==> config.mk <==
export PLATFORM = sky130hd
export DESIGN_NAME = tictactoe_move_entry
export DESIGN_NICKNAME = d
export VERILOG_FILES = /design/src/rtl/tictactoe_pkg.sv /design/src/rtl/tictactoe_move_entry_button_debounce.sv /design/src/rtl/tictactoe_move_entry.sv
export SDC_FILE = /design/constraint.sdc
export NUM_CORES = 1
export LEC_CHECK = 0
export ABC_CLOCK_PERIOD_IN_PS = 1900
export BUFFER_PORTS_ARGS = -buffer_cell sky130_fd_sc_hd__buf_2
export CAP_MARGIN = 20
export CORE_ASPECT_RATIO = 1.2
export CORE_MARGIN = 4
export CORE_UTILIZATION = 51
export CTS_CLUSTER_SIZE = 24
export DETAILED_ROUTE_END_ITERATION = 10
export PLACE_DENSITY = 0.75
export REMOVE_ABC_BUFFERS = 1
export SYNTH_ARGS = -nofsm -noshare
export SYNTH_HDL_FRONTEND = slang
export SYNTH_SLANG_ARGS = --single-unit
==> constraint.sdc <==
create_clock -name ph1 -period 1.9 [get_ports ph1]
set_clock_uncertainty 0.05 [all_clocks]
set_input_delay 0.57 -clock ph1 [delete_from_list [all_inputs] [get_ports ph1]]
set_output_delay 0.57 -clock ph1 [all_outputs]
set_load 0.01 [all_outputs]
==> src/rtl/tictactoe_pkg.sv <==
// Shared encodings for the tictactoe move-entry stage: marks, results,
// entry FSM states, the out-of-range coordinate and small helper functions.
package tictactoe_pkg;

    typedef enum logic [1:0] {
        EMPTY = 2'b00,
        X     = 2'b01,
        O     = 2'b10
    } mark_t;

    typedef enum logic [1:0] {
        NONE = 2'b00,
        XWIN = 2'b01,
        OWIN = 2'b10,
        DRAW = 2'b11
    } win_t;

    typedef enum logic [2:0] {
        ST_INIT       = 3'd0,
        ST_WAIT_PRESS = 3'd1,
        ST_ISSUE      = 3'd2,
        ST_WAIT_RESP  = 3'd3,
        ST_AI_WAIT    = 3'd4,
        ST_DONE       = 3'd5
    } entry_state_t;

    localparam logic [1:0] COORD_INVALID = 2'd3;
    localparam logic [3:0] MAX_MOVES     = 4'd9;

    // Move counter increment that sticks at a full board.
    function automatic logic [3:0] sat_inc(input logic [3:0] v);
        if (v >= MAX_MOVES) begin
            return MAX_MOVES;
        end else begin
            return v + 4'd1;
        end
    endfunction

    // Linear board cell index, row-major, 0..8 for in-range coordinates.
    function automatic logic [3:0] cell_index(input logic [1:0] row, input logic [1:0] col);
        return ({2'b00, row} * 4'd3) + {2'b00, col};
    endfunction

endpackage

==> src/rtl/tictactoe_move_entry_button_debounce.sv <==
// Button conditioning: two-flop synchronizer, then a level filter that
// accepts a new level only after DEB_CYCLES consecutive stable samples.
// Emits a one-cycle registered pulse on each accepted rising level.
module button_debounce #(
    parameter int DEB_CYCLES = 16
) (
    input  logic ph1,
    input  logic resetb,
    input  logic btn_raw,
    output logic rise
);

    localparam int CW = $clog2(DEB_CYCLES + 1);

    logic          sync1_r;
    logic          sync2_r;
    logic          level_r;
    logic [CW-1:0] cnt_r;
    logic          rise_r;

    // Synchronize the raw button and filter it into a stable level.
    always_ff @(posedge ph1) begin
        if (!resetb) begin
            sync1_r <= 1'b0;
            sync2_r <= 1'b0;
            level_r <= 1'b0;
            cnt_r   <= '0;
            rise_r  <= 1'b0;
        end else begin
            sync1_r <= btn_raw;
            sync2_r <= sync1_r;
            rise_r  <= 1'b0;
            if (sync2_r == level_r) begin
                cnt_r <= '0;
            end else if (cnt_r == CW'(DEB_CYCLES - 1)) begin
                level_r <= sync2_r;
                cnt_r   <= '0;
                rise_r  <= sync2_r;
            end else begin
                cnt_r <= cnt_r + CW'(1);
            end
        end
    end

    assign rise = rise_r;

endmodule

==> src/rtl/tictactoe_move_entry.sv <==
// Move-entry stage in front of the tictactoe core. Turns debounced button
// presses into single-cycle move requests, tracks the side to move, waits
// for the core's verdict and, in AI mode, for the core's O reply.
// Optional build macro MOVE_ENTRY_LOCAL_CHECK_EN adds a local occupancy map
// that rejects places on taken cells before they reach the core.
module tictactoe_move_entry
    import tictactoe_pkg::*;
#(
    parameter int DEB_CYCLES = 16,
    parameter int RESP_LAT   = 1,
    parameter int AI_TIMEOUT = 8
) (
    input  logic       ph1,
    input  logic       resetb,
    input  logic [1:0] sw_row,
    input  logic [1:0] sw_col,
    input  logic       btn_place,
    input  logic       btn_new,
    input  logic       ai_mode,
    input  logic       core_err,
    input  logic [1:0] core_win,
    input  logic [1:0] core_xoro,
    output logic       core_reset,
    output logic [1:0] xoroin,
    output logic [1:0] rowin,
    output logic [1:0] colin,
    output logic       ai_en,
    output logic [1:0] turn,
    output logic       busy,
    output logic       game_over,
    output logic       reject,
    output logic [3:0] move_count
);

    logic place_pulse_s;
    logic new_pulse_s;

    entry_state_t state_r, state_nx;
    mark_t        turn_r, turn_nx;
    logic [7:0]   timer_r, timer_nx;
    logic [3:0]   count_r, count_nx;
    logic [1:0]   xoroin_r, xoroin_nx;
    logic [1:0]   rowin_r, rowin_nx;
    logic [1:0]   colin_r, colin_nx;
    logic         ai_en_r, ai_en_nx;
    logic         core_reset_r, core_reset_nx;
    logic         busy_r, busy_nx;
    logic         game_over_r, game_over_nx;
    logic         reject_r, reject_nx;
    logic         accept_player_s;
    logic         accept_ai_s;
    logic         occupied_s;

    button_debounce #(.DEB_CYCLES(DEB_CYCLES)) u_deb_place (
        .ph1     (ph1),
        .resetb  (resetb),
        .btn_raw (btn_place),
        .rise    (place_pulse_s)
    );

    button_debounce #(.DEB_CYCLES(DEB_CYCLES)) u_deb_new (
        .ph1     (ph1),
        .resetb  (resetb),
        .btn_raw (btn_new),
        .rise    (new_pulse_s)
    );

`ifdef MOVE_ENTRY_LOCAL_CHECK_EN
    logic [8:0] occ_r, occ_nx;

    // Occupancy map: cleared on a new game, marked on every accepted move.
    always_comb begin
        occ_nx = occ_r;
        if (new_pulse_s || state_r == ST_INIT) begin
            occ_nx = 9'd0;
        end else if (accept_player_s) begin
            occ_nx[cell_index(rowin_r, colin_r)] = 1'b1;
        end else if (accept_ai_s) begin
            occ_nx[cell_index(rowin_r, colin_r)] = 1'b1;
        end else begin
            occ_nx = occ_r;
        end
    end

    // Occupancy map register.
    always_ff @(posedge ph1) begin
        if (!resetb) begin
            occ_r <= 9'd0;
        end else begin
            occ_r <= occ_nx;
        end
    end

    assign occupied_s = occ_r[cell_index(sw_row, sw_col)];
`else
    assign occupied_s = 1'b0;
`endif

    // Next-state, turn and move-latch logic; btn_new overrides everything.
    always_comb begin
        state_nx        = state_r;
        turn_nx         = turn_r;
        timer_nx        = timer_r;
        rowin_nx        = rowin_r;
        colin_nx        = colin_r;
        ai_en_nx        = ai_en_r;
        reject_nx       = 1'b0;
        accept_player_s = 1'b0;
        accept_ai_s     = 1'b0;
        if (new_pulse_s) begin
            state_nx = ST_INIT;
            timer_nx = 8'd0;
            turn_nx  = X;
        end else begin
            case (state_r)
                ST_INIT: begin
                    turn_nx  = X;
                    ai_en_nx = 1'b0;
                    if (timer_r == 8'd1) begin
                        state_nx = ST_WAIT_PRESS;
                        timer_nx = 8'd0;
                    end else begin
                        timer_nx = timer_r + 8'd1;
                    end
                end
                ST_WAIT_PRESS: begin
                    if (place_pulse_s) begin
                        if (sw_row == COORD_INVALID || sw_col == COORD_INVALID) begin
                            reject_nx = 1'b1;
                        end else if (occupied_s) begin
                            reject_nx = 1'b1;
                        end else begin
                            rowin_nx = sw_row;
                            colin_nx = sw_col;
                            ai_en_nx = ai_mode;
                            state_nx = ST_ISSUE;
                        end
                    end else begin
                        state_nx = ST_WAIT_PRESS;
                    end
                end
                ST_ISSUE: begin
                    state_nx = ST_WAIT_RESP;
                    timer_nx = 8'd1;
                end
                ST_WAIT_RESP: begin
                    if (timer_r >= 8'(RESP_LAT)) begin
                        if (core_err) begin
                            reject_nx = 1'b1;
                            state_nx  = ST_WAIT_PRESS;
                        end else begin
                            accept_player_s = 1'b1;
                            if (core_win != NONE) begin
                                state_nx = ST_DONE;
                            end else if (ai_mode && turn_r == X) begin
                                turn_nx  = O;
                                timer_nx = 8'd0;
                                state_nx = ST_AI_WAIT;
                            end else begin
                                turn_nx  = (turn_r == X) ? O : X;
                                state_nx = ST_WAIT_PRESS;
                            end
                        end
                    end else begin
                        timer_nx = timer_r + 8'd1;
                    end
                end
                ST_AI_WAIT: begin
                    if (core_xoro == O) begin
                        accept_ai_s = 1'b1;
                        turn_nx     = X;
                        state_nx    = (core_win != NONE) ? ST_DONE : ST_WAIT_PRESS;
                    end else if (timer_r == 8'(AI_TIMEOUT - 1)) begin
                        turn_nx  = X;
                        state_nx = ST_WAIT_PRESS;
                    end else begin
                        timer_nx = timer_r + 8'd1;
                    end
                end
                ST_DONE: begin
                    state_nx = ST_DONE;
                end
                default: begin
                    state_nx = ST_INIT;
                    timer_nx = 8'd0;
                end
            endcase
        end
    end

    // Move counter: cleared by a new game, saturating on accepted moves.
    always_comb begin
        if (new_pulse_s || state_r == ST_INIT) begin
            count_nx = 4'd0;
        end else if (accept_player_s || accept_ai_s) begin
            count_nx = sat_inc(count_r);
        end else begin
            count_nx = count_r;
        end
    end

    // Output decode from the next state so registered outputs line up with the state.
    always_comb begin
        xoroin_nx     = (state_nx == ST_ISSUE) ? turn_nx : EMPTY;
        core_reset_nx = (state_nx == ST_INIT);
        game_over_nx  = (state_nx == ST_DONE);
        case (state_nx)
            ST_INIT, ST_ISSUE, ST_WAIT_RESP, ST_AI_WAIT: busy_nx = 1'b1;
            default:                                     busy_nx = 1'b0;
        endcase
    end

    // State and registered-output update.
    always_ff @(posedge ph1) begin
        if (!resetb) begin
            state_r      <= ST_INIT;
            turn_r       <= X;
            timer_r      <= 8'd0;
            count_r      <= 4'd0;
            xoroin_r     <= 2'b00;
            rowin_r      <= 2'b00;
            colin_r      <= 2'b00;
            ai_en_r      <= 1'b0;
            core_reset_r <= 1'b1;
            busy_r       <= 1'b0;
            game_over_r  <= 1'b0;
            reject_r     <= 1'b0;
        end else begin
            state_r      <= state_nx;
            turn_r       <= turn_nx;
            timer_r      <= timer_nx;
            count_r      <= count_nx;
            xoroin_r     <= xoroin_nx;
            rowin_r      <= rowin_nx;
            colin_r      <= colin_nx;
            ai_en_r      <= ai_en_nx;
            core_reset_r <= core_reset_nx;
            busy_r       <= busy_nx;
            game_over_r  <= game_over_nx;
            reject_r     <= reject_nx;
        end
    end

    assign core_reset = core_reset_r;
    assign xoroin     = xoroin_r;
    assign rowin      = rowin_r;
    assign colin      = colin_r;
    assign ai_en      = ai_en_r;
    assign turn       = turn_r;
    assign busy       = busy_r;
    assign game_over  = game_over_r;
    assign reject     = reject_r;
    assign move_count = count_r;

endmodule

Yosys cells after proc, flatten, opt, wreduce, memory -nomap -nowiden
Index checks and enable logic that the tools add are counted.

storage, ports and cells
  bits of input ports = 14
  output and inout bits = 17
  register bits after elaboration = 46
  logic and storage cells = 130

cells by class
  reduce and logical (&&, ||, !) cells = 22
  muxes and demuxes = 46
  magnitude comparators = 2
  eq/ne operators = 26
  add/subtract/negate cells = 4
  bitwise gates (word level) = 8

operators with widths
  kind                                                                    count
  8-bit 2-to-1 mux                                                        7
  8-bit one-hot mux with 5 select lines                                   1
  3-bit 2-to-1 mux                                                        11
  3-bit one-hot mux with 6 select lines                                   1
  2-bit 2-to-1 mux                                                        8
  1-bit 2-to-1 mux                                                        14
  3-bit by 2-bit equality test with 1-bit output (second input constant)  4
  3-bit equality test (second input constant)                             4
  3-bit OR reduction                                                      4
  5-bit by 1-bit adder with 5-bit output (second input constant)          2
  5-bit by 4-bit equality test with 1-bit output (second input constant)  2
  3-bit inequality test (second input constant)                           3
  8-bit by 1-bit adder with 8-bit output (second input constant)          1
  8-bit by 1-bit equality test with 1-bit output (second input constant)  1
  8-bit by 3-bit equality test with 1-bit output (second input constant)  1
  8-bit by 1-bit >= comparator with 1-bit output (second input constant)  1
  1-bit inverter                                                          8
  4-bit AND reduction                                                     2
  2-bit equality test (second input constant)                             3
  3-bit logical NOT                                                       2
  2-bit inequality test (second input constant)                           3
  2-bit one-hot mux with 3 select lines                                   1
  2-bit AND reduction                                                     3
  6-bit AND reduction                                                     1
  13 further kinds                                                        20

Longest topological paths before layout
Gate-level depths: netlist (run 1).

  depth after elaboration = 11
  depth in mapped cells = 8
  depth with buffers taken out = 8

Modules after synthesis
Synthesis (run 1) repeated with hierarchy kept, for this count alone.

second synthesis, totals
  cell total of the unflattened synthesis = 248
  area, all modules = 2,280.9 um2

by module, submodules not included
  module                cells an instance  area each (um2)  seq. area each (um2)  instances
  tictactoe_move_entry  190                1,640.3          560.5                 1
  button_debounce       29                 320.3            180.2                 2

Least setup slack after synthesis (run 1)
OpenSTA, ideal clock, no wires.

  path kind = register -> register
  start = register, netlist name timer_r[1]
  end = register colin_r[0] (netlist: colin[0])
  setup time = 0.072 ns
  path buffers = 0
  clock period less this slack = 2.084 ns
  arrival time = 1.962 ns
  setup slack = -0.184 ns
  stages on the path, launching flop included = 8
  required time = 1.778 ns
  cells stage by stage = dfxtp_1 inv_1 ha_1 nor4b_2 nand2_2 a311oi_2 nor4b_4 mux2i_1

RTL lines
  item                  line                         text
  to (signal assigned)  tictactoe_move_entry.sv:235  colin_r <= colin_nx;
  to (decl)             tictactoe_move_entry.sv:44   logic [1:0] colin_r, colin_nx;

Final worst setup path (run 1)
  start = register timer_r[1]
  end = register timer_r[7]

on the way
  word-level cells in the longest chain between the ends = 4
  elaborated cells between the ends (all ways) = 14
  classes of those cells = add/sub (1); order compare (1); eq/ne (6); mux (5); reduce/logical (1)

ends and longest elaborated chain
  item                                    line                                                                                   text
  from (decl)                             tictactoe_move_entry.sv:40                                                             logic [7:0] timer_r, timer_nx;
  from (signal assigned)                  tictactoe_move_entry.sv:231                                                            timer_r <= timer_nx;
  8-bit by 1-bit adder with 8-bit output  tictactoe_move_entry.sv:123, tictactoe_move_entry.sv:165, tictactoe_move_entry.sv:177
  8-bit 2-to-1 mux                        tictactoe_move_entry.sv:173                                                            end else if (timer_r == 8'(AI_TIMEOUT - 1)) begin
  8-bit 2-to-1 mux                        tictactoe_move_entry.sv:169                                                            if (core_xoro == O) begin
  8-bit one-hot mux with 5 select lines   tictactoe_move_entry.sv:115                                                            case (state_r)

Several ways; a longest one is shown, not always the timed one. The select of a mux whose other input is x is not followed.
A chain may end at the register's enable or synchronous reset.

==> results.sh, run 1 <==
export IMPL_width_of_the_die_microns=68.9
export IMPL_max_slew_margin_vs_limit_pct=65.6
export IMPL_avgSynthCellArea_sq_um=9.30
export IMPL_area_growth_syn_to_layout_pct=42.4
export IMPL_critPathMostFrequentCell="buf_6"
export IMPL_clk_latency_ns=0.30
export IMPL_route_top_layer_used="met4"
export IMPL_clkSinkCount=46
export IMPL_wl_met3_microns=336
export IMPL_setup_worst_path_class="reg -> reg"
export IMPL_boundaryPins=31
export IMPL_post_route_cells_drive_above_1_share_pct=42.5
export IMPL_final_core_util_pct=75.2
export IMPL_routedWlPerCell_microns=15.3
export IMPL_routed_length_on_met1_microns=2360
export IMPL_largest_net_degree_at_the_start_of_global_routing=17
export IMPL_instance_count_of_the_mapped_netlist=244
export IMPL_cap_viol_max_count=0
export IMPL_crit_path_max_fanout=6
export IMPL_slew_worst_pin_ns=0.514
export IMPL_static_leakage_power_nw=1.35
export IMPL_wirelength_microns=5850
export IMPL_track_usage_pct=21.6
export IMPL_clk_pin_slew_worst_paths_ns=0.09
export IMPL_hold_viol=0
export IMPL_cts_tree="done"
export IMPL_post_synth_main_area_contributors="dfxtp_1 41%, ha_1 5.5%, nor2_1 3.6%"
export IMPL_hold_path_startpoint="u_deb_place.sync1_r$_SDFF_PN0_"
export IMPL_timing_critical_path_required_ns=2.05
export IMPL_worst_r2r_path_depth=10
export IMPL_violations_in_the_final_reports="negative setup slack"
export IMPL_floorplan_die_area_sq_mm=0.00558
export IMPL_synthesis_yosys_warnings=0
export IMPL_setup_total_negative_slack_ns=-2.96
export IMPL_timing_hold_worst_endpoint="u_deb_place.sync2_r$_SDFF_PN0_"
export IMPL_post_synth_instance_area_sq_mm=0.00227
export IMPL_synth_top_flop_cell="dfxtp_1"
export IMPL_diodes=0
export IMPL_placement_rows=26
export IMPL_port_buffers=30
export IMPL_end_kind="flip-flop"
export IMPL_cpMaxStageDelayCell="dfxtp_2"
export IMPL_synth_common_cells="46 x dfxtp_1, 22 x nor2_1, 17 x nand2_1"
export IMPL_timing_final_ws_setup_ns=-0.229
export IMPL_hold_buffers=0
export IMPL_worst_r2r_endpoint="timer_r[7]$_SDFFE_PP0P_"
export IMPL_post_route_drc_violation_count=0
export IMPL_post_synth_top_area_fraction_pct=40.6
export IMPL_route_detailed_vias_per_inst=5.63
export IMPL_detail_route_iter0_violations=137
export IMPL_regToRegStartpoint="timer_r[1]$_SDFFE_PP0P_"
export IMPL_p_total_mw=3.07
export IMPL_share_of_flip_flops_with_an_asynchronous_set_or_reset_pct=0
export IMPL_fp_coreArea_sq_mm=0.00429
export IMPL_num_vias=2157
export IMPL_cts_path_max_buffers=2
export IMPL_synth_most_common_cell="dfxtp_1"
export IMPL_number_of_cells_on_the_worst_hold_path=1
export IMPL_detail_route_antenna_nets=0
export IMPL_synth_distinct_cells=56
export IMPL_min_period_ns=2.13
export IMPL_synth_top_area_cell="dfxtp_1"
export IMPL_report_final_setup_viol=22
export IMPL_gp_congestion=0.926
export IMPL_dr_wl_met2_microns=3010
export IMPL_post_route_period_util_pct=112
export IMPL_gr_total_overflow=0
export IMPL_hold_class="reg -> reg"
export IMPL_clockRootBuffer="clkbuf_8"
export IMPL_cts_inserted_buffers=5
export IMPL_ys_seq_elements=46
export IMPL_power_per_cell_area_mw_per_mm2=950
export IMPL_floorplan_initialDensity_pct=52.8
export IMPL_vdd_ir_drop_max_mv=0.721
export IMPL_report_final_slew_viol_count=0
export IMPL_path_cells="inv_2, buf_6, ha_4, nor4b_4, buf_4, and2_4, buf_6, o32a_1, and3_4, a32o_1"
export IMPL_dp_hpwl_microns=3810
export IMPL_unrepaired_setup_endpoints_after_global_routing="true"
export IMPL_synth_enable_flop_cells=0
export IMPL_clock_tree_htree_level_count=2
export IMPL_critical_path_max_stage_delay_ns=0.34
export IMPL_finalNetCount=350
export IMPL_yosysSeqAreaShare_pct=40.6
export IMPL_timing_fmax_mhz=470
export IMPL_reg2reg_slack_ns=-0.23
export IMPL_antenna_violations_before_repair=0
export IMPL_grt_first_pass_wirelength_microns=9200
export IMPL_outcome="finished, violations left"
export IMPL_number_of_global_route_vias_before_repair=2037
export IMPL_timing_critical_path_from_type="flip-flop"
export IMPL_vert_die_dim_microns=81.1
export IMPL_worst_ep_arrival_time_ns=2.28
export IMPL_firstDrtPassIters=4
## logic make-up (layout without fill, tap and decap cells)
group           count (synthesis)  after routing  share of synthesized area [%]
fa+ha+maj                      10             10                           5.52
simple gates                  101            101                           26.0
compound gates                 49             49                           17.8
buf+inv                        24            107                           4.14
xor+xnor                        6              6                           2.32
flops                          46             46                           40.6
mux                             8              8                           3.59
## cells in the final DEF (no fill, tap or decap), drive strengths merged, types with 8 or more instances in the layout
cell / netlist / final
nor3: 9 / 9
buf: 3 / 83
ha: 10 / 10
dfxtp: 46 / 46
inv: 16 / 17
a211o: 9 / 9
nand2: 18 / 18
a21oi: 8 / 8
nor2: 22 / 22
## timing repair
action	CTS	global route
endpoints found under the hold margin	0	0
endpoints found under the setup margin	24	26
resized for setup	35	27
buffers inserted	8	5
pin swaps	14	23
## registers in the layout (all words and copies together) (netlist names)
| register | cells |
|---|---|
| u_deb_place.level_r | 1 |
| u_deb_new.sync2_r | 1 |
| u_deb_new.level_r | 1 |
| move_count | 4 |
| u_deb_new.sync1_r | 1 |
| reject | 1 |
| rowin | 2 |
| timer_r | 8 |
| xoroin | 2 |
| game_over | 1 |
| u_deb_place.cnt_r | 5 |
| u_deb_new.rise | 1 |
| u_deb_place.sync1_r | 1 |
| state_r | 3 |
| core_reset | 1 |
| turn | 2 |
| ai_en | 1 |
| u_deb_new.cnt_r | 5 |
| u_deb_place.rise | 1 |
| busy | 1 |
| u_deb_place.sync2_r | 1 |
| colin | 2 |
## final cells by class
| type | instances | area (sq um) |
|---|---|---|
| clock buffer | 5 | 68.8 |
| clock inverter | 3 | 25.0 |
| fill | 294 | 1060 |
| inverter | 16 | 60.1 |
| multi-input combinational | 174 | 1490 |
| sequential | 46 | 930 |
| tap | 56 | 70.1 |
| timing repair buffer | 83 | 582 |
## critical path: cells and delay by family (launching register included)
kind / cells / cell delay (ns)
AO/OA/AOI/OAI: 2 / 0.54
AND/OR/NAND/NOR: 3 / 0.53
buffers and inverters: 4 / 0.42
flip-flops: 1 / 0.34
adder cells (fa/ha/maj): 1 / 0.14
## layer usage
layer / vias up / GRT usage, %
met4: 0 / 6.63
met1: 1015 / 25.0
met5: - / 0
met2: 83 / 38.5
met3: 17 / 5.12
li1: 1042 / -
## report_power, final
part | switching, mW | total (mW) | internal, mW
registers | 0.0462 | 1.07 | 1.02
logic | 0.673 | 1.39 | 0.713
clock network | 0.348 | 0.614 | 0.266
## worst max-delay path by stage
stage	from	to	depth (start not counted)
finish	timer_r[1]$_SDFFE_PP0P_	timer_r[7]$_SDFFE_PP0P_	10
detailed placement	timer_r[1]$_SDFFE_PP0P_	timer_r[3]$_SDFFE_PP0P_	8
floorplan	timer_r[1]$_SDFFE_PP0P_	colin[0]$_SDFFE_PN0P_	7
CTS	timer_r[1]$_SDFFE_PP0P_	timer_r[7]$_SDFFE_PP0P_	8
global route	timer_r[1]$_SDFFE_PP0P_	colin[1]$_SDFFE_PN0P_	9
global placement	core_err	xoroin[0]$_SDFF_PN0_	6
## stage by stage
| step | area (sq um) | setup WS, ns | cells | hold WS (ns) |
|---|---|---|---|---|
| floorplan | 2230 | -0.184 | 236 | 0.362 |
| global placement | 2780 | -0.288 | 365 | 0.363 |
| detailed placement | 2780 | -0.293 | 365 | 0.370 |
| CTS | 3080 | -0.175 | 380 | 0.395 |
| global route | 3230 | -0.301 | 383 | 0.421 |
| finish | 3230 | -0.229 | 383 | 0.389 |
No activity file was read; power rests on OpenSTA's default activity.
==> inputs of run 2 (changes only) <==
--- a/config.mk
+++ b/config.mk
@@ -10,10 +10,9 @@
 export CAP_MARGIN = 20
 export CORE_ASPECT_RATIO = 1.2
 export CORE_MARGIN = 4
-export CORE_UTILIZATION = 51
+export CORE_UTILIZATION = 40
 export CTS_CLUSTER_SIZE = 24
 export DETAILED_ROUTE_END_ITERATION = 10
-export PLACE_DENSITY = 0.75
 export REMOVE_ABC_BUFFERS = 1
 export SYNTH_ARGS = -nofsm -noshare
 export SYNTH_HDL_FRONTEND = slang
==> results.sh, run 2 (synthesis gave the netlist of run 1 again) <==
export IMPL_area_growth_syn_to_layout_pct=36.3
export IMPL_vert_die_dim_microns=90.5
export IMPL_path_buf_inv=2
export IMPL_track_usage_pct=14.8
export IMPL_gp_congestion=0.885
export IMPL_violations_in_the_final_reports="negative setup slack"
export IMPL_met2_usage_pct=25.3
export IMPL_floorplan_die_area_sq_mm=0.00695
export IMPL_routedWlPerCell_microns=13.4
export IMPL_largest_register_ffs=8
export IMPL_cts_path_max_buffers=2
export IMPL_fp_coreArea_sq_mm=0.00541
export IMPL_final_core_util_pct=57.2
export IMPL_report_final_slew_viol_count=0
export IMPL_outcome="finished, violations left"
export IMPL_num_vias=2035
export IMPL_postLayoutCellArea_sq_mm=0.00309
export IMPL_cpMaxStageDelayCell="or3b_4"
export IMPL_detail_route_antenna_nets=0
export IMPL_firstDrtPassIters=4
export IMPL_dp_hpwl_microns=3850
export IMPL_path_cells="inv_2, ha_4, or3b_4, o31ai_4, o21ai_4, buf_12, a211o_1, a32o_1"
export IMPL_cts_tree="done"
export IMPL_critical_path_depth=8
export IMPL_largest_net_degree_at_the_start_of_global_routing=26
export IMPL_diodes=0
export IMPL_crit_path_max_fanout=7
export IMPL_antenna_violations_before_repair=0
export IMPL_multi_input_area_sq_mm=0.00140
export IMPL_post_route_period_util_pct=110
export IMPL_timing_critical_path_required_ns=2.04
export IMPL_port_buffers=30
export IMPL_most_common_cell_after_layout_fill_and_taps_aside="buf_4"
export IMPL_clk_latency_ns=0.30
export IMPL_placement_rows=29
export IMPL_max_flop_register="timer_r"
export IMPL_critical_path_top_delay_family="compound AO/OA/AOI/OAI gates"
export IMPL_clkSinkCount=46
export IMPL_slew_worst_pin_ns=0.419
export IMPL_number_of_global_route_vias_before_repair=1954
export IMPL_max_slew_margin_vs_limit_pct=71.9
export IMPL_clockRootBuffer="clkbuf_8"
export IMPL_width_of_the_die_microns=76.7
export IMPL_route_detailed_vias_per_inst=5.29
export IMPL_register_area_sq_um=925
export IMPL_number_of_cells_on_the_worst_hold_path=1
export IMPL_end_kind="flip-flop"
export IMPL_most_common_layout_cells="47 x buf_4, 43 x dfxtp_1, 30 x buf_2, 22 x nor2_1, 16 x nand2_1"
export IMPL_static_leakage_power_nw=1.31
export IMPL_cts_inserted_buffers=5
export IMPL_worst_ep_arrival_time_ns=2.23
export IMPL_floorplan_initialDensity_pct=42.0
export IMPL_timing_critical_path_from_type="flip-flop"
export IMPL_layout_filler_cells=481
export IMPL_power_per_cell_area_mw_per_mm2=953
export IMPL_finalNetCount=346
export IMPL_clk_pin_slew_worst_paths_ns=0.09
export IMPL_hold_class="reg -> reg"
export IMPL_unrepaired_setup_endpoints_after_global_routing="true"
export IMPL_report_final_setup_viol=20
export IMPL_timing_fmax_mhz=478
export IMPL_post_place_instance_area_sq_mm=0.00281
export IMPL_detail_route_iter0_violations=76
export IMPL_min_period_ns=2.09
export IMPL_setup_worst_path_class="reg -> reg"
export IMPL_grtUsageMet1_pct=18.7
export IMPL_wirelength_microns=5160
export IMPL_hold_viol=0
export IMPL_worst_r2r_path_depth=8
export IMPL_gr_max_usage_layer="met2"
export IMPL_top_registers="timer_r (8), u_deb_new.cnt_r (5), u_deb_place.cnt_r (5)"
export IMPL_grt_first_pass_wirelength_microns=8610
export IMPL_timing_final_ws_setup_ns=-0.191
export IMPL_grt_use_met3_pct=2.99
export IMPL_boundaryPins=31
export IMPL_post_route_drc_violation_count=0
export IMPL_critical_path_max_stage_delay_ns=0.40
export IMPL_gr_total_overflow=0
export IMPL_clock_tree_htree_level_count=2
export IMPL_cap_viol_max_count=0
export IMPL_post_route_cells_drive_above_1_share_pct=38.1
export IMPL_vdd_ir_drop_max_mv=0.548
run 2: layout make-up:
type | count | share of cell area [%]
sequential | 46 | 29.9
inverter | 16 | 1.94
timing repair buffer | 79 | 17.3
multi-input combinational | 174 | 45.2
clock buffer | 5 | 2.23
clock inverter | 3 | 0.931
tap | 62 | 2.51
run 2: power by group:
group	total, mW	switching (mW)	internal [mW]
Combinational	1.24	0.579	0.662
Sequential	1.06	0.0423	1.02
Clock	0.644	0.369	0.276
run 2: final timing paths:
check                                                 endpoint  slack (ns)                      startpoint
worst max-delay path                   timer_r[4]$_SDFFE_PP0P_       -0.19         timer_r[1]$_SDFFE_PP0P_
worst min-delay path            u_deb_place.sync2_r$_SDFF_PN0_        0.39  u_deb_place.sync1_r$_SDFF_PN0_
worst max register to register         timer_r[4]$_SDFFE_PP0P_       -0.19         timer_r[1]$_SDFFE_PP0P_
worst min register to register  u_deb_place.sync2_r$_SDFF_PN0_        0.39  u_deb_place.sync1_r$_SDFF_PN0_
run 2: worst register-to-register path: cells and delay by family, from the launching register on:
kind,cells,cell delay [ns]
buffers and inverters,2,0.21
DFF,1,0.33
AOI/OAI and AO/OA,4,0.85
and+or+nand+nor,1,0.40
adders and majority gates,1,0.15
run 2: timing repair:
action,4_1_cts,5_1_grt
pin swaps,18,9
endpoints found under the setup margin,26,26
setup buffers,4,2
hold buffers,0,0
resized for setup,22,15
endpoints found under the hold margin,0,0
run 2: metrics by stage:
step / hold slack (ns) / setup slack (ns) / total power [mW] / TNS [ns] / instances
floorplan: 0.362 / -0.184 / 1.64 / -1.93 / 236
global placement: 0.365 / -0.327 / 2.05 / -5.15 / 372
detailed placement: 0.373 / -0.348 / 2.07 / -6.07 / 372
CTS: 0.398 / -0.188 / 2.84 / -2.29 / 384
global route: 0.420 / -0.288 / 3.10 / -4.78 / 385
finish: 0.394 / -0.191 / 2.95 / -2.24 / 385
run 2: routing by layer:
metal | up-vias | wire, microns
met3 | 2 | 264
met4 | 0 | 38
met1 | 955 | 2300
met2 | 43 | 2560
met5 | - | 0
li1 | 1035 | -
==> inputs of run 3 (changes only) <==
--- a/config.mk
+++ b/config.mk
@@ -11,8 +11,10 @@
 export CORE_ASPECT_RATIO = 1.2
 export CORE_MARGIN = 4
 export CORE_UTILIZATION = 40
+export CTS_BUF_LIST = sky130_fd_sc_hd__clkbuf_16
 export CTS_CLUSTER_SIZE = 24
 export DETAILED_ROUTE_END_ITERATION = 10
+export RECOVER_POWER = 50
 export REMOVE_ABC_BUFFERS = 1
 export SYNTH_ARGS = -nofsm -noshare
 export SYNTH_HDL_FRONTEND = slang
==> results.sh, run 3 (synthesis gave the netlist of run 1 again) <==
export IMPL_worst_ep_arrival_time_ns=2.21
export IMPL_clkSinkCount=46
export IMPL_gp_congestion=0.885
export IMPL_max_slew_margin_vs_limit_pct=72.3
export IMPL_cts_tree="done"
export IMPL_clock_power_share_pct=28.9
export IMPL_grt_first_pass_wirelength_microns=8580
export IMPL_detail_route_antenna_nets=0
export IMPL_gr_total_overflow=0
export IMPL_slew_worst_pin_ns=0.414
export IMPL_share_seq_of_total_power_pct=34.1
export IMPL_worst_r2r_endpoint="timer_r[4]$_SDFFE_PP0P_"
export IMPL_cap_viol_max_count=0
export IMPL_finalNonFillerCells=384
export IMPL_timing_hold_ws_ns=0.389
export IMPL_postLayoutCellArea_sq_mm=0.00310
export IMPL_total_switching_power_uw=988
export IMPL_post_route_cells_drive_above_1_share_pct=32.9
export IMPL_setup_worst_path_class="reg -> reg"
export IMPL_outcome="finished, violations left"
export IMPL_num_vias=2030
export IMPL_static_leakage_power_nw=1.28
export IMPL_placement_rows=29
export IMPL_floorplan_die_area_sq_mm=0.00695
export IMPL_wirelength_microns=5100
export IMPL_power_per_cell_area_mw_per_mm2=1010
export IMPL_firstDrtPassIters=4
export IMPL_route_detailed_vias_per_inst=5.29
export IMPL_unrepaired_setup_endpoints_after_global_routing="true"
export IMPL_crit_path_max_fanout=7
export IMPL_end_kind="flip-flop"
export IMPL_post_route_drc_violation_count=0
export IMPL_largest_register_ffs=8
export IMPL_area_growth_syn_to_layout_pct=36.8
export IMPL_finalNetCount=345
export IMPL_report_final_slew_viol_count=0
export IMPL_clk_pin_slew_worst_paths_ns=0.07
export IMPL_timing_critical_path_from_type="flip-flop"
export IMPL_most_common_cell_after_layout_fill_and_taps_aside="buf_4"
export IMPL_clockRootBuffer="clkbuf_16"
export IMPL_width_of_the_die_microns=76.7
export IMPL_antenna_violations_before_repair=0
export IMPL_max_flop_register="timer_r"
export IMPL_hold_viol=0
export IMPL_crit_path_start="timer_r[1]$_SDFFE_PP0P_"
export IMPL_floorplan_initialDensity_pct=42.0
export IMPL_regToRegStartpoint="timer_r[1]$_SDFFE_PP0P_"
export IMPL_dp_hpwl_microns=3850
export IMPL_boundaryPins=31
export IMPL_cts_path_max_buffers=2
export IMPL_power_share_switching_pct=31.6
export IMPL_share_of_power_burned_in_combinational_logic_pct=37.0
export IMPL_pre_cts_setup_slack_ns=-0.348
export IMPL_timing_final_ws_setup_ns=-0.188
export IMPL_detail_route_iter0_violations=57
export IMPL_clk_latency_ns=0.29
export IMPL_routedWlPerCell_microns=13.3
export IMPL_cts_inserted_buffers=5
export IMPL_reg2reg_slack_ns=-0.19
export IMPL_number_of_global_route_vias_before_repair=1942
export IMPL_timing_fmax_mhz=479
export IMPL_layout_filler_cells=484
export IMPL_post_route_period_util_pct=110
export IMPL_setup_total_negative_slack_ns=-1.95
export IMPL_min_period_ns=2.09
export IMPL_most_common_layout_cells="47 x buf_4, 44 x dfxtp_1, 22 x nor2_1, 18 x buf_2, 16 x nand2_1"
export IMPL_post_place_cells=372
export IMPL_port_buffers=30
export IMPL_post_place_instance_area_sq_mm=0.00281
export IMPL_hold_class="reg -> reg"
export IMPL_fp_coreArea_sq_mm=0.00541
export IMPL_clock_tree_htree_level_count=2
export IMPL_vert_die_dim_microns=90.5
export IMPL_report_final_setup_viol=17
export IMPL_diodes=0
export IMPL_p_int_mw=2.13
export IMPL_vdd_ir_drop_max_mv=0.581
export IMPL_largest_net_degree_at_the_start_of_global_routing=26
export IMPL_worst_setup_path_endpoint="timer_r[4]$_SDFFE_PP0P_"
export IMPL_timing_critical_path_required_ns=2.03
export IMPL_worst_r2r_path_depth=8
export IMPL_violations_in_the_final_reports="negative setup slack"
export IMPL_track_usage_pct=14.8
export IMPL_top_registers="timer_r (8), u_deb_new.cnt_r (5), u_deb_place.cnt_r (5)"
## run 3: layout make-up
class / count / area [sq um] / area share (%)
Tap cell: 62 / 77.6 / 2.50
Clock inverter: 3 / 28.8 / 0.927
Clock buffer: 5 / 125 / 4.03
Multi-Input combinational cell: 174 / 1380 / 44.5
Inverter: 16 / 60.1 / 1.94
Sequential cell: 46 / 923 / 29.8
Timing Repair Buffer: 78 / 508 / 16.4
## run 3: repair_timing
| action | in CTS | in global routing |
|---|---|---|
| hold buffers | 0 | 0 |
| setup buffers | 4 | 1 |
| resized for setup | 21 | 11 |
| pin swaps | 18 | 9 |
| setup endpoints to repair | 26 | 26 |
## run 3: through the flow
step                util (%)  power (mW)
floorplan                  -        1.64
global placement        51.9        2.05
detailed placement      51.9        2.07
CTS                     56.8        3.10
global route            57.4        3.28
finish                  57.4        3.12
## run 3: routing by layer
layer  global-route usage [%]  part of all wire (%)  vias up
met1                     18.3                    44      941
li1                         -                     -     1034
met5                        0                     0        -
met3                     2.99                   6.0        7
met2                     25.4                    49       48
met4                     4.98                   1.3        0
## run 3: critical path, stage by stage (launching register included)
cell and delay (ns):
dfxtp_2 0.33, inv_2 0.07, ha_4 0.15, or3b_4 0.40, o31ai_4 0.26, o21ai_4 0.11, buf_12 0.14, a211o_1 0.25
a32o_1 0.22
## run 3: power groups by stage
stage	clock network, mW	logic (mW)	registers [mW]
after floorplan	0	0.551	1.09
after global placement	0	0.979	1.07
after detailed placement	0	0.995	1.07
after CTS	0.925	1.11	1.06
after global routing	0.962	1.25	1.07
final	0.902	1.16	1.06
## run 3: how the worst min path moves through the flow
stage | slack (ns) | cells after the start | startpoint | to
floorplan | 0.36 | 1 | u_deb_new.sync1_r$_SDFF_PN0_ | u_deb_new.sync2_r$_SDFF_PN0_
global placement | 0.36 | 1 | u_deb_place.sync1_r$_SDFF_PN0_ | u_deb_place.sync2_r$_SDFF_PN0_
detailed placement | 0.37 | 1 | u_deb_new.sync1_r$_SDFF_PN0_ | u_deb_new.sync2_r$_SDFF_PN0_
CTS | 0.39 | 1 | u_deb_new.sync1_r$_SDFF_PN0_ | u_deb_new.sync2_r$_SDFF_PN0_
global route | 0.41 | 1 | u_deb_new.sync1_r$_SDFF_PN0_ | u_deb_new.sync2_r$_SDFF_PN0_
finish | 0.39 | 1 | u_deb_new.sync1_r$_SDFF_PN0_ | u_deb_new.sync2_r$_SDFF_PN0_
